`config.mk`:
```
export PLATFORM = sky130hd
export DESIGN_NAME = player_missile
export DESIGN_NICKNAME = d
export VERILOG_FILES = /design/src/rtl/player_missile.sv
export SDC_FILE = /design/constraint.sdc
export NUM_CORES = 1
export LEC_CHECK = 0
export ABC_CLOCK_PERIOD_IN_PS = 2100
export CAP_MARGIN = 5
export CORE_ASPECT_RATIO = 1.5
export CORE_MARGIN = 3
export CORE_UTILIZATION = 46
export CTS_CLUSTER_DIAMETER = 80
export DETAILED_ROUTE_END_ITERATION = 6
export GPL_TIMING_DRIVEN = 0
export PLACE_DENSITY = 0.91
export SYNTH_ARGS = -nofsm -noshare
export SYNTH_HDL_FRONTEND = slang
export SYNTH_SLANG_ARGS = --single-unit
```
`constraint.sdc`:
```
create_clock -name clk -period 2.1 [get_ports clk]
set_input_delay 0.21 -clock clk [delete_from_list [all_inputs] [get_ports clk]]
set_output_delay 0.21 -clock clk [all_outputs]
set_load 0.1 [all_outputs]
```
`src/rtl/player_missile.sv`:
```
`default_nettype none
// player_missile: launches one missile from the player cannon, moves it up once per frame,
// retires it on hit or top exit, then holds a reload cooldown. Option macro: PLAYER_MISSILE_AUTO_FIRE_EN.
module player_missile #(
  parameter int FIRE_KEY        = 5,
  parameter int PLAYER_W        = 32,
  parameter int MISSILE_W       = 4,
  parameter int MISSILE_H       = 8,
  parameter int MISSILE_SPEED   = 8,
  parameter int COOLDOWN_FRAMES = 15
) (
  input  logic        clk,
  input  logic        reset,
  input  logic        startOfFrame,
  input  logic        restart,
  input  logic [3:0]  keyPad,
  input  logic        keyPadValid,
  input  logic        keyIsPressed,
  input  logic [10:0] playerTopLeftX,
  input  logic [10:0] playerTopLeftY,
  input  logic        hitDetected,
  output logic [10:0] missileTopLeftX,
  output logic [10:0] missileTopLeftY,
  output logic        missileActive,
  output logic        shotFired
);

  localparam logic [1:0] READY    = 2'd0;
  localparam logic [1:0] FLYING   = 2'd1;
  localparam logic [1:0] COOLDOWN = 2'd2;

  localparam int CW = (COOLDOWN_FRAMES < 1) ? 1 : $clog2(COOLDOWN_FRAMES + 1);

  logic [1:0]    state;
  logic          fire_prev;
  logic          fire_req;
  logic [CW-1:0] cool_cnt;

  logic fire_key;
  logic fire_set;
  logic launch;

  assign fire_key = keyPadValid & keyIsPressed & (keyPad == 4'(FIRE_KEY));

`ifdef PLAYER_MISSILE_AUTO_FIRE_EN
  assign fire_set = fire_key;
`else
  assign fire_set = fire_key & ~fire_prev;
`endif

  assign launch = (state == READY) & startOfFrame & fire_req;

  always_ff @(posedge clk) begin
    if (reset || restart) begin
      state           <= READY;
      fire_prev       <= 1'b0;
      fire_req        <= 1'b0;
      cool_cnt        <= '0;
      missileTopLeftX <= '0;
      missileTopLeftY <= '0;
      missileActive   <= 1'b0;
      shotFired       <= 1'b0;
    end else begin
      fire_prev <= fire_key;
      shotFired <= 1'b0;
      case (state)
        READY: begin
          if (launch) begin
            missileTopLeftX <= playerTopLeftX + 11'(PLAYER_W / 2 - MISSILE_W / 2);
            missileTopLeftY <= playerTopLeftY - 11'(MISSILE_H);
            missileActive   <= 1'b1;
            shotFired       <= 1'b1;
            fire_req        <= 1'b0;
            state           <= FLYING;
          end else if (fire_set) begin
            fire_req <= 1'b1;
          end
        end
        FLYING: begin
          // A hit wins over the frame move so the drawn position matches the collision.
          if (hitDetected) begin
            missileActive <= 1'b0;
            cool_cnt      <= CW'(COOLDOWN_FRAMES);
            state         <= COOLDOWN;
          end else if (startOfFrame && (missileTopLeftY < 11'(MISSILE_SPEED))) begin
            missileActive <= 1'b0;
            cool_cnt      <= CW'(COOLDOWN_FRAMES);
            state         <= COOLDOWN;
          end else if (startOfFrame) begin
            missileTopLeftY <= missileTopLeftY - 11'(MISSILE_SPEED);
          end
        end
        COOLDOWN: begin
          if (cool_cnt == '0) begin
            state <= READY;
          end else if (startOfFrame) begin
            cool_cnt <= cool_cnt - 1'b1;
          end
        end
        default: state <= READY;
      endcase
    end
  end

endmodule
`default_nettype wire

```
Yosys cells after proc, flatten, opt, wreduce, memory -nomap -nowiden

Cells that the tools add are included.

Output and inout bits: 24
Bits of input ports: 33
Logic and storage cells: 67
RAM bits: 0
Bits in read-only memories: 0
Memories: 0
Register bits after elaboration: 32
Latch bits: 0

Add/sub/neg operators: 4
Order comparisons: 1
Multiplexer cells: 22
Div/mod/pow operators: 0
Bitwise logic cells: 7
$mul: 0
Eq/ne operators: 11
Reduce and logical (&&, ||, !) cells: 14
Shift operators: 0

Operators with widths:

| kind                                                | number |
|---|---|
| two-way mux 11 bit                                  | 4 |
| one-hot mux 11 bit (2 select lines)                 | 1 |
| subtractor 11 x 4 -> 11 bit, second input constant  | 2 |
| two-way mux 4 bit                                   | 4 |
| != test 2 bit, second input constant                | 7 |
| adder 11 x 4 -> 11 bit, second input constant       | 1 |
| < comparator 11 x 4 -> 1 bit, second input constant | 1 |
| two-way mux 2 bit                                   | 4 |
| one-hot mux 4 bit (2 select lines)                  | 1 |
| two-way mux 1 bit                                   | 6 |
| one-hot mux 2 bit (3 select lines)                  | 1 |
| AND reduction 3 bit                                 | 2 |
| nonzero test 2 bit                                  | 3 |
| bitwise AND 1 bit                                   | 5 |
| AND reduction 5 bit                                 | 1 |
| equality test 4 x 3 -> 1 bit, second input constant | 1 |
| logical NOT 4 bit                                   | 1 |
| AND reduction 2 bit                                 | 2 |
| AND reduction 4 bit                                 | 1 |
| subtractor 4 x 1 -> 4 bit, second input constant    | 1 |
| != test 3 bit, second input constant                | 1 |
| equality test 2 x 1 -> 1 bit, second input constant | 1 |
| equality test 2 bit, second input constant          | 1 |
| logical NOT 2 bit                                   | 1 |
| other kinds (5)                                     | 6 |

Longest topological paths before layout

Depth after elaboration: 5
Depth in mapped cells: 7
Mapped depth without buffers: 7

Worst setup path before layout

OpenSTA, ideal clock, no wires.

Path kind: register -> register
From: reg missileTopLeftY[3]
To: reg missileTopLeftY[5]
Data required time: 2.038 ns
Buffers on the path: 0
Library setup time: 0.062 ns
Clock period less this slack: 2.260 ns
Arrival time: 2.199 ns
Path slack: -0.160 ns
Stages on the path, launching flop included: 8
Cells stage by stage: dfxtp_1 -> inv_1 -> ha_1 -> nor4b_4 -> nand2_2 -> a31oi_4 -> a2111oi_1 -> a31o_1

Longest elaborated chain between the ends: 5
Elaborated cells between the ends (all ways): 9
Those cells by class: 1 x add/sub; 1 x order compare; 1 x eq/ne; 4 x mux; 2 x reduce/logical

RTL lines:

| element                             | line | source |
|---|---|---|
| from (decl)                         | 23   | `output logic [10:0] missileTopLeftY,` |
| from (signal assigned)              | 70   | `missileTopLeftY <= playerTopLeftY - 11'(MISSILE_H);` |
| from (signal assigned)              | 90   | `missileTopLeftY <= missileTopLeftY - 11'(MISSILE_SPEED);` |
| subtractor 11 x 4 -> 11 bit         | 90   |  |
| two-way mux 11 bit                  | 89   | `end else if (startOfFrame) begin` |
| two-way mux 11 bit                  | 85   | `end else if (startOfFrame && (missileTopLeftY < 11'(MISSILE_SPEED))) begin` |
| two-way mux 11 bit                  | 81   | `if (hitDetected) begin` |
| one-hot mux 11 bit (2 select lines) | 66   | `case (state)` |

Parallel ways exist; a longest one is shown, timed or not. The select of a mux whose other input is x is not followed.
A chain may end at the register's enable or synchronous reset.

Final worst setup path

From: reg missileTopLeftX[4]
To: out missileTopLeftX[4]

RTL lines:

| element                | line | source |
|---|---|---|
| from (decl)            | 22   | `output logic [10:0] missileTopLeftX,` |
| from (signal assigned) | 69   | `missileTopLeftX <= playerTopLeftX + 11'(PLAYER_W / 2 - MISSILE_W / 2);` |

No word-level cell between the ends.

==> summary.txt <==
Placement
  – Placer Congestion: 0.8545
  – Placed insts: 307
  – Dpl cell area: 2340 µm²
  – Port buffer count: 55
  – Hpwl dp: 3.516 mm

Logic synthesis
  – FFs w/ async S/R, synth: 0%
  – Post-synth top flop: dfxtp_1
  – Syn_area_per_cell: 8.258 µm²
  – Syn_nets: 247
  – Post-Syn Area: 1734 µm²
  – FF+latch count, synth: 32
  – Number of synthesized flops with an enable pin: 0
  – Syn Inst Count: 210
  – Synth Warn #: 0
  – Unique masters post-synth: 48
  – Sequential area share after synthesis: 36.94%
  – Area contributors post-synth: dfxtp_1 (37%), a21oi_1 (5.8%), nor2_1 (4.8%), nand2_1 (4.3%), xor2_1 (3.5%)
  – Yosys top cell area share: 36.94%
  – Top cell type by total area after synthesis: dfxtp_1

Final layout
  – Fillers: 284
  – Fin cells: 315
  – Area of the multi-input gates: 1011 µm²
  – Register area: 643.1 µm²
  – Synth-to-Final Area Change: 40.55%
  – Final #Nets: 309
  – ANT cells: 0
  – Share of cells above drive strength 1: 11.72%
  – Design Area, Final: 2437 µm²

Clocking
  – H-tree Lvls: 2
  – Clk_lat worst skew: 0.29 ns
  – Root Buffer: clkbuf_8
  – CTS buffer count: 5
  – Maximum number of buffers from clock root to sink: 2
  – Post-CTS setup buffer count: 0
  – Clock transition at path regs: 0.07 ns
  – Post_cts resized: 2
  – Clk sinks: 32
  – CTS tree: done
  – Hold buffer count at CTS: 0

Floorplanning
  – I/O Pins: 57
  – Core area: 3513 µm²
  – Die Wd: 56.13 µm
  – Row cnt: 26
  – Initial Util: 49.36%
  – Die extent in y: 81.20 µm
  – Die area: 4558 µm²

Worst setup path
  – Worst reg2reg setup slack: 0.36 ns
  – Reg-to-Reg End: missileTopLeftY[10]$_SDFFE_PP0P_
  – Max FO, Critical Path: 2
  – Worst path max stage delay: 1.15 ns
  – FF-to-FF path depth: 7
  – Worst R2R Start: missileTopLeftY[3]$_SDFFE_PP0P_
  – Worst Setup EP: missileTopLeftX[4]
  – Setup crit start kind: flip-flop
  – Worst path slowest cell: clkdlybuf4s50_1
  – Critical Path AT: 1.80 ns
  – CP cell instances: clkdlybuf4s50_1
  – Worst setup startpoint: missileTopLeftX[4]$_SDFFE_PP0P_
  – Crit path buf inv count: 1
  – Crit path required time: 1.89 ns
  – CP Capture Type: output port
  – Setup Crit Path Kind: reg2out
  – Stages on worst setup path: 1
  – CP delay by family, top: buffers and inverters

Timing
  – Fin. max-slew vios: 0
  – Slew @ Worst Pin: 0.9923 ns
  – Hold Fails Final Rpt: 0
  – Endpoints failing setup: 0
  – Worst slew margin: 33.64%
  – RSZ-0062 raised after global routing: false
  – Period utilisation layout: 95.79%
  – Layout Skew: 0.004542 ns
  – Worst hold slack: 0.3688 ns
  – Maximum clock frequency: 497.1 MHz
  – Fin crit period: 2.012 ns
  – Final TNS setup: 0 ns

Global routing
  – Largest net degree at the start of global routing: 11
  – Initial antenna violation count: 0
  – Tot GR Track Use: 21.38%
  – Grt ovf: 0
  – Number of global-route vias before repair: 1697
  – First-pass GRT wire length: 7.610 mm

Route
  – First-pass DRT Iterations: 4
  – Mean routed wirelength per cell: 14.41 µm
  – Detailed Route Iter0 Violations: 81
  – Vias after detailed routing: 1763
  – DRC Markers: 0
  – Detail Route Antenna Nets: 0
  – Vias/cell: 5.597
  – Drt total wl: 4.540 mm

Power and ir drop
  – Pleak: 0.0009492 µW
  – Clock share of power: 39.5%
  – Power Dens Cells: 506.6 nW/µm²
  – Seq pwr share: 49.2%
  – Net Switching: 288.4 µW
  – Maximum vdd drop: 0.0005548 V
  – Switching share of total power: 23.35%
  – P_int: 946.5 µW
  – Logic pwr share: 11.3%

Worst hold path
  – Hold path cells: 4
  – Tightest Hold Check Type: in2reg

Outcome
  – Status: complete, no violations

Job
  – Max-cap violations: 0
## cells by family after synthesis
group	Yosys count	share of synthesized area (%)
compound gates	52	21.14
xor+xnor	12	6.061
fa+ha+maj	4	2.886
buf+inv	19	4.761
flops	32	36.94
mux	1	0.5772
simple gates	90	27.63
## final cells by class
type                            count  area share, %
Multi-Input combinational cell    159          41.48
Sequential cell                    32          26.39
Timing Repair Buffer               55          22.79
Clock buffer                        6          3.388
Buffer                             11          2.156
Tap cell                           42          2.156
Inverter                            8          1.232
Clock inverter                      2         0.4107
## synth_stat cells, drive strengths merged, types with 2 or more instances
master	instances
dfxtp	32
nor2	24
nand2	21
a21oi	20
o21ai	11
inv	8
nor3	8
nand3	7
xor2	7
a211oi	6
buf	6
nand2b	6
and3	5
clkbuf	5
nand4	5
nor4	5
xnor2	5
ha	4
a31o	3
a31oi	2
a32o	2
nor2b	2
nor3b	2
o22ai	2
o31ai	2
## metrics by stage
stage | worst slack, ns | total power, µW | utilization, %
final | 0.08832 | 1235 | 69.37
after global routing | 0.04476 | 1287 | 69.37
after CTS | 0.0005815 | 1242 | 69.16
after detailed placement | 0.2547 | 759.7 | 66.60
after global placement | 0.2707 | 757.0 | 66.60
after floorplan | 0.1636 | 676.5 | -
## state kept, by name (all words and copies together) (netlist names)
signal           cells
missileTopLeftX     11
missileActive        1
state                2
missileTopLeftY     11
fire_req             1
shotFired            1
cool_cnt             4
fire_prev            1
## per-layer routing
layer	global-route usage (%)	share of wire [%]	vias up
li1	-	-	878
met1	21.10	35	825
met2	40.75	57	52
met3	5.405	6.0	8
met4	10.93	1.7	0
met5	0	0	-
## power groups by stage
| stage | clock (µW) | combinational, µW | sequential [µW] |
|---|---|---|---|
| finish | 488 | 139 | 608 |
| global route | 529 | 151 | 607 |
| CTS | 495 | 139 | 608 |
| detailed placement | 0 | 138 | 621 |
| global placement | 0 | 136 | 621 |
| floorplan | 0 | 52.3 | 624 |
## cells in the final DEF (no fill, tap or decap), types with 2 or more instances in the layout
| cell | netlist | layout |
|---|---|---|
| clkdlybuf4s50_1 | 0 | 50 |
| nor2b_1 | 2 | 2 |
| nor4_1 | 5 | 5 |
| nor3b_1 | 2 | 2 |
| o21ai_1 | 3 | 3 |
| nand2_1 | 20 | 20 |
| nand4_1 | 5 | 5 |
| nor3_1 | 8 | 8 |
| dlymetal6s2s_1 | 0 | 3 |
| clkinv_2 | 0 | 2 |
| a21oi_1 | 20 | 20 |
| clkbuf_8 | 0 | 6 |
| a211oi_1 | 5 | 5 |
| xnor2_1 | 5 | 5 |
| clkbuf_1 | 4 | 4 |
| dfxtp_1 | 32 | 30 |
| dlygate4sd2_1 | 0 | 2 |
| and3_1 | 5 | 5 |
| a32o_1 | 2 | 2 |
| o21ai_0 | 7 | 7 |
| buf_2 | 5 | 5 |
| ha_1 | 4 | 4 |
| xor2_1 | 7 | 7 |
| nand2b_2 | 2 | 2 |
| nand2b_1 | 4 | 4 |
| nand3_1 | 7 | 7 |
| inv_1 | 8 | 8 |
| nor2_1 | 22 | 22 |
| dfxtp_2 | 0 | 2 |
| o22ai_1 | 2 | 2 |
## worst reg2reg max path, cell delays in order (launching register included)
cell     delay (ns)
dfxtp_2        0.34
inv_1          0.07
ha_1           0.20
nor4b_4        0.31
nand2_2        0.13
a31oi_4        0.24
nor2_1         0.11
a32o_1         0.23
## worst min path at each step
stage | startpoint | end | slack [ns]
after floorplan | playerTopLeftX[1] | missileTopLeftX[1]$_SDFFE_PP0P_ | 0.31
after global placement | missileTopLeftX[0]$_SDFFE_PP0P_ | missileTopLeftX[0]$_SDFFE_PP0P_ | 0.44
after detailed placement | missileTopLeftX[0]$_SDFFE_PP0P_ | missileTopLeftX[0]$_SDFFE_PP0P_ | 0.45
after CTS | startOfFrame | cool_cnt[0]$_SDFFE_PP0P_ | 0.36
after global routing | startOfFrame | cool_cnt[0]$_SDFFE_PP0P_ | 0.43
final | startOfFrame | cool_cnt[0]$_SDFFE_PP0P_ | 0.37
(Power assumes the default switching activity.)
